`src/rtl/key_pkg.sv`:
```
// Shared definitions for the key scheduler: FSM states, LFSR taps and the
// substitute used when a zero seed is loaded (zero would lock the LFSR).
package key_pkg;

    typedef enum logic [1:0] {
        IDLE    = 2'd0,
        RUN     = 2'd1,
        EXPIRED = 2'd2
    } state_t;

    // Feedback taps at bit positions 7, 5, 4 and 3 (maximal length, period 255).
    localparam logic [7:0] LFSR_TAPS     = 8'b1011_1000;
    localparam logic [7:0] ZERO_SEED_SUB = 8'h01;

endpackage

```
`src/rtl/key_lfsr.sv`:
```
// Combinational next-key function: one left shift of the 8-bit Fibonacci LFSR.
module key_lfsr
    import key_pkg::*;
(
    input  logic [7:0] din,
    output logic [7:0] dout
);

    assign dout = {din[6:0], ^(din & LFSR_TAPS)};

endmodule

```
`src/rtl/key_scheduler.sv`:
```
// Issues ROUNDS LFSR-derived keys per seed over a valid/ready handshake, then
// raises rekey until a new seed is loaded.
module key_scheduler
    import key_pkg::*;
#(
    parameter int ROUNDS = 16,
    parameter int WIDTH  = 8
) (
    input  logic             clock,
    input  logic             reset,
    input  logic [7:0]       seed,
    input  logic             seed_load,
    input  logic             key_ready,
    output logic [WIDTH-1:0] key,
    output logic             key_valid,
    output logic [7:0]       round,
    output logic             rekey
);

    localparam logic [7:0] ROUND_LIMIT = 8'(ROUNDS);

    state_t     state_reg, state_next;
    logic [7:0] key_reg, key_next;
    logic [7:0] round_reg, round_next;
    logic       key_valid_reg, key_valid_next;
    logic       rekey_reg, rekey_next;
    logic [7:0] lfsr_out;
    logic [7:0] round_inc;

    key_lfsr u_lfsr (
        .din  (key_reg),
        .dout (lfsr_out)
    );

    assign round_inc = round_reg + 8'd1;

    always_comb begin
        state_next = state_reg;
        key_next   = key_reg;
        round_next = round_reg;
        // A seed load wins over any handshake at the same edge.
        if (seed_load) begin
            key_next   = (seed == 8'h00) ? ZERO_SEED_SUB : seed;
            round_next = 8'd0;
            state_next = RUN;
        end else begin
            case (state_reg)
                RUN: begin
                    if (key_ready) begin
                        key_next   = lfsr_out;
                        round_next = round_inc;
                        if (round_inc == ROUND_LIMIT) begin
                            state_next = EXPIRED;
                        end
                    end
                end
                default: begin
                    state_next = state_reg;
                end
            endcase
        end
        key_valid_next = (state_next == RUN);
        rekey_next     = (state_next == EXPIRED);
    end

    always_ff @(posedge clock or negedge reset) begin
        if (!reset) begin
            state_reg     <= IDLE;
            key_reg       <= 8'h00;
            round_reg     <= 8'd0;
            key_valid_reg <= 1'b0;
            rekey_reg     <= 1'b0;
        end else begin
            state_reg     <= state_next;
            key_reg       <= key_next;
            round_reg     <= round_next;
            key_valid_reg <= key_valid_next;
            rekey_reg     <= rekey_next;
        end
    end

    assign key       = key_reg;
    assign key_valid = key_valid_reg;
    assign round     = round_reg;
    assign rekey     = rekey_reg;

endmodule

```
`config.mk`:
```
export PLATFORM = sky130hd
export DESIGN_NAME = key_scheduler
export DESIGN_NICKNAME = d
export VERILOG_FILES = /design/src/rtl/key_pkg.sv /design/src/rtl/key_lfsr.sv /design/src/rtl/key_scheduler.sv
export SDC_FILE = /design/constraint.sdc
export NUM_CORES = 1
export LEC_CHECK = 0
export CORE_UTILIZATION = 30
export CTS_BUF_LIST = sky130_fd_sc_hd__clkbuf_4
export DETAILED_ROUTE_END_ITERATION = 10
export PLACE_DENSITY = 0.61
export SLEW_MARGIN = 25
export SYNTH_ARGS = -nofsm -noshare
export SYNTH_HDL_FRONTEND = slang
export SYNTH_SLANG_ARGS = --single-unit
```
`constraint.sdc`:
```
create_clock -name clock -period 1.7 [get_ports clock]
set_clock_uncertainty 0.05 [all_clocks]
set_input_delay 0.255 -clock clock [delete_from_list [all_inputs] [get_ports clock]]
set_output_delay 0.255 -clock clock [all_outputs]
set_load 0.005 [all_outputs]
```
==> run metrics, run 1 <==
outcome=finished, violations left; violated checks=negative setup slack; Routed WL per cell=approximately 13 um; vias per std cell=4.89; Synth Instances=99; MaxCap Viol Count=0; Yosys warning total=0; final global-route overflow total=0; setup TNS=-0.000388 ns; Num CTS Buffers=3; layout cells sized above 1=0.167; final instance area=1510 sq um; DR pass1 iterations=4; Final Hold Vio Count=0; Tcrit/Tclk final=1.00; final setup margin=-0.000388 ns; Final Critical Period=1.70 ns; CTS sink cnt=20; number of top-level pins=30; WS Path Type=flop to flop; cell area after synthesis=roughly 1000 sq um; Critical Path AT=1.91 ns; hold crit path type=primary input to asynchronous set/reset pin; syn avg cell area=10.3 sq um; post-synth cell types=32; post-CTS setup buffer count=0; top-area cell type share of the netlist area=0.491; top area cells in the synthesized netlist=dfrtp_1 49%, mux2i_1 7.9%, nand2_1 4.4%, xnor2_1 4.3%, o21ai_1 3.4%; initial core utilization=0.326; NetSw=about 0.28 mW; maximum clock insertion buffer count=2; WL final=roughly 2300 um; ANT cells=0; RSZ-0062 raised after global routing=yes; Slowest-stage cell, CP=dfrtp_2; fin nets=approximately 150; vias in the first global route=approximately 890; Critical Path, Cell by Cell=ha_4 > and4_4 > a211o_1 > a221oi_4 > a22o_1; I/O Buffers=29; Sw Share=0.242; met3 Track Usage GR=0.0541; Post-DP Area=1440 sq um; hpwl dp=1700 um; Die Height=60.3 um; GRT met1 Usage=0.184; Setup crit start kind=flop; most used routing layer=met2; Cell Rows=20; P&R area growth vs syn=48.3%; Die X=60.3 um; Clock transition at path regs=0.13 ns; H-Tree Depth=1; Max VDD drop=0.479 mV; leakage=0.640 nW; Util after Layout=0.484; Clock Power Share=0.354; most frequent cells in the layout=27 x clkdlybuf4s50_1, 16 x dfrtp_1, 12 x nand2_1, 10 x buf_4; # setup viols final=1; antenna-violating nets left=0; Die Area=3640 sq um; worst skew pair latency=approximately 0.32 ns; clk root buf=clkbuf_4; 1st-iter DRT viols=30; global-route wire length before repair=4050 um; pwr dens=754 nW/um^2; Worst path max stage delay=0.45 ns; Worst Max-Slew Pin Slew=0.372 ns; Crit path required time=1.91 ns; fmax=approximately 600 MHz; largest net degree at the start of global routing=27; met2 GRT Util=0.262; initial antenna violation count=0; slew margin rel.=0.750; core area=3130 sq um; sequential area share after synthesis=0.491; Logic pwr share=0.180; cell-internal power=about 0.86 mW; post-synth top area cell=dfrtp_1; net count after synthesis=112; FF+latch count, synth=20; GRT Overall Usage=0.153; Sequential Power Share=0.466; Pins Over Slew Limit=0; Placer Congestion=0.753; Max FO, Critical Path=4; residual DRC count=0; commonest non-fill, non-tap cell in the layout=clkdlybuf4s50_1; CP endpoint kind=flop; CTS tree=done; DR vias=slightly below 900
==> metal layers <==
metal / wire, um / part of all wire
met1: 1110 / 0.48
met2: 1050 / 0.45
met3: 143 / 0.062
met4: 14 / 0.0060
met5: 0 / 0
==> power by group through the flow <==
stage	sequential (mW)	combinational, mW	clock [mW]
floorplan	0.545	0.0789	0
global placement	0.541	0.207	0
detailed placement	0.541	0.211	0
CTS	0.532	0.212	0.407
global route	0.537	0.231	0.431
finish	0.531	0.206	0.403
==> kinds of logic after synthesis <==
kind of cell               Yosys count  synth area share
adders and majority gates            1            0.0123
AOI/OAI and AO/OA                   19             0.119
and+or+nand+nor                     37             0.202
buffers and inverters                5            0.0196
xor gates and xnor gates             9            0.0773
DFF                                 20             0.491
muxes                                8            0.0785
==> area by class of cell <==
cell class | count | area, sq um
Clock buffer | 3 | 22.5
Inverter | 1 | 3.75
Tap cell | 44 | 55.1
Clock inverter | 1 | 30.0
Multi-Input combinational cell | 74 | 526
Timing Repair Buffer | 39 | 370
Sequential cell | 20 | 505
Fill cell | 306 | 1620
==> worst max-delay path: cells and delay by family (launching register included) <==
kind,cells,cell delay [ns]
simple gates,1,0.19
flops,1,0.45
compound gates,3,0.80
fa+ha+maj,1,0.17
==> path summary, 6_finish.rpt <==
check | startpoint | depth (start not counted) | slack (ns) | endpoint
setup / recovery | round[1] | 5 | -0.0004 | rekey
hold / removal | reset | 2 | 0.21 | state_reg[0]
setup reg to reg | round[1] | 5 | -0.0004 | rekey
hold reg to reg | key[6] | 2 | 0.55 | key[6]
max in group asynchronous | reset | 2 | 1.15 | round[1]
min in group clock | seed[5] | 3 | 0.45 | key[5]
==> repair_timing <==
action / CTS / global route
hold buffers: 0 / 0
gates resized for setup: 2 / 4
pin swaps: 1 / 1
setup endpoints to repair: 2 / 9
==> synth_stat cells, drive strengths merged <==
cell type / instances
ha: 1
nor2: 8
o2111ai: 1
nand2: 12
xor2: 4
nand3: 3
clkbuf: 3
nor4: 2
nand4: 1
nor3: 1
and4: 2
inv: 1
dfrtp: 20
o21ai: 10
or4: 1
mux2i: 8
a22o: 2
a221oi: 1
or3: 1
and3b: 1
nand3b: 2
nand2b: 1
or3b: 1
a211o: 1
a31oi: 1
buf: 1
nor4b: 1
a21oi: 3
xnor2: 5
==> per-stage QoR <==
| step | worst slack (ns) | power (mW) | instances | hold WS (ns) |
|---|---|---|---|---|
| after global routing | -0.0781 | 1.20 | 182 | 0.220 |
| final | -0.000388 | 1.14 | 182 | 0.215 |
| after floorplan | -0.0112 | 0.624 | 99 | -0.0906 |
| after CTS | 0.00325 | 1.15 | 182 | 0.231 |
| after global placement | -0.000217 | 0.748 | 178 | 0.511 |
| after detailed placement | -0.0390 | 0.752 | 178 | 0.511 |
(Power assumes the default switching activity.)
==> run 2: changes to the inputs <==
Settings changed: CORE_MARGIN set to 4.
==> run metrics, run 2 (synthesis results as in run 1) <==
DR vias=868 (-2.5%); CP endpoint kind=flop; ANT cells=0 (unchanged); Logic pwr share=0.218 (+0.038); WL final=2390 um (+2.7%); multi-input logic area=526 sq um (unchanged); Crit path required time=1.89 ns (-0.02 ns); commonest non-fill, non-tap cell in the layout=clkdlybuf4s50_1; vias per std cell=4.74 (-3.0%); Slowest-stage cell, CP=dfrtp_2; Final Critical Period=1.70 ns (-0.00449 ns); number of top-level pins=30 (unchanged); antenna-violating nets left=0 (unchanged); setup TNS=0 ns (+0.000388 ns); total power=0.971 mW (-15%); Die X=66.3 um (+10%); CTS sink cnt=20 (unchanged); Critical Path AT=1.88 ns (-0.03 ns); P&R area growth vs syn=47.1%; initial antenna violation count=0 (unchanged); cell-internal power=0.716 mW (-17%); Routed WL per cell=13.0 um (+2.1%); Post-DP Area=1450 sq um (+0.87%); Sw Share=0.262 (+0.0202); largest net degree at the start of global routing=27 (unchanged); final global-route overflow total=0 (unchanged); Worst path max stage delay=0.44 ns (about the same); clk root buf=clkbuf_4; Max FO, Critical Path=4 (unchanged); Crit path buffers/inverters=0 (unchanged); Tcrit/Tclk final=0.998 (-0.00264); crit-path leading delay family=compound AO/OA/AOI/OAI gates; Die Height=66.3 um (+10%); CTS Hold Buffers Added=0 (unchanged); fmax=590 MHz (+0.26%); Worst Max-Slew Pin Slew=0.327 ns (-0.0452 ns); Num CTS Buffers=3 (unchanged); GRT Overall Usage=0.117 (-0.0357); layout cells sized above 1=0.158 (-0.00839); Pins Over Slew Limit=0 (unchanged); RSZ-0062 raised after global routing=yes; Die Area=4400 sq um (+21%); final setup margin=0.00410 ns (+0.00449 ns); Max VDD drop=0.257 mV (-46%); residual DRC count=0 (unchanged); hpwl dp=1840 um (+8.0%); Placer Congestion=0.775 (+3.0%); MaxCap Viol Count=0 (unchanged); Cell Rows=20 (unchanged); leakage=0.608 nW (-5.0%); pwr dens=647 nW/um^2 (-14%); maximum clock insertion buffer count=2 (unchanged); Reg area=504 sq um (-0.25%); vias in the first global route=858 (-3.2%); Clock Power Share=0.234 (-0.120); Critical Path, Cell by Cell=ha_4 > and4_4 > a211o_1 > a221oi_4 > a22o_1; CTS tree=done; final instance area=1500 sq um (-0.83%); # setup viols final=0 (-1); Sequential Power Share=0.547 (+0.081); DR pass1 iterations=4 (unchanged); Fillers=312 (+2.0%); Worst R2R Setup Slack=0.004 ns (about the same); worst skew pair latency=0.29 ns (-0.03 ns); most frequent cells in the layout=29 x clkdlybuf4s50_1, 17 x dfrtp_1, 12 x nand2_1, 10 x buf_4; outcome=finished clean; Setup WS pre-CTS=-0.0399 ns (-0.000896 ns); initial core utilization=0.323 (-0.00259); Setup crit start kind=flop; 1st-iter DRT viols=21 (-30%); NetSw=0.255 mW (-7.8%); Final Hold Vio Count=0 (unchanged); hold slack=0.159 ns (-0.0561 ns); fin nets=153 (+0.66%); WS Path Type=flop to flop; Clock transition at path regs=0.11 ns (-0.02 ns); global-route wire length before repair=3940 um (-2.7%); I/O Buffers=29 (unchanged); core area=3150 sq um (+0.80%); slew margin rel.=0.780 (+0.0304); hold crit path type=primary input to asynchronous set/reset pin; H-Tree Depth=1 (unchanged)
==> run 2: what timing repair did <==
| item | 4_1_cts | 5_1_grt |
|---|---|---|
| setup endpoints to repair | 3 | 8 |
| buffers inserted | 1 | 0 |
| pin swaps | 3 | 3 |
| gates resized for setup | 1 | 2 |
==> run 2: worst register-to-register path: stages, from the launching register on <==
cell and delay [ns]:
dfrtp_2 0.44, ha_4 0.16, and4_4 0.19, a211o_1 0.28, a221oi_4 0.33, a22o_1 0.19
==> run 2: path summary, 6_finish.rpt <==
kind,startpoint,depth (start not counted),endpoint
hold reg to reg,key[6],2,key[6]
setup / recovery,round[1],5,rekey
min in group clock,seed[7],3,key[7]
setup reg to reg,round[1],5,rekey
max in group asynchronous,reset,2,key[1]
hold / removal,reset,1,round[3]
==> run 2: stage by stage <==
step / instances / utilization
after detailed placement: 178 / 0.460
after CTS: 183 / 0.472
final: 183 / 0.476
after floorplan: 99 / -
after global placement: 178 / 0.460
after global routing: 183 / 0.476
==> run 2: cell type report <==
class,count,share of cell area
well taps,44,0.0367
repair buffers,40,0.257
flip-flops and latches,20,0.336
multi-input cells,74,0.350
inverters,1,0.00250
clock inverters,1,0.00250
clock buffers,3,0.0150
==> run 2: power by group through the flow <==
stage                     registers (mW)  clock network (mW)  logic (mW)
after floorplan                    0.545                   0      0.0789
after global routing               0.536               0.266       0.233
after detailed placement           0.541                   0       0.213
after global placement             0.540                   0       0.212
after CTS                          0.532               0.243       0.216
final                              0.531               0.227       0.212
==> run 2: layer usage <==
| metal | track usage | wire length, um |
|---|---|---|
| met1 | 0.151 | 1150 |
| met2 | 0.195 | 1100 |
| met3 | 0.0272 | 124 |
| met4 | 0.0305 | 9 |
| met5 | 0 | 0 |
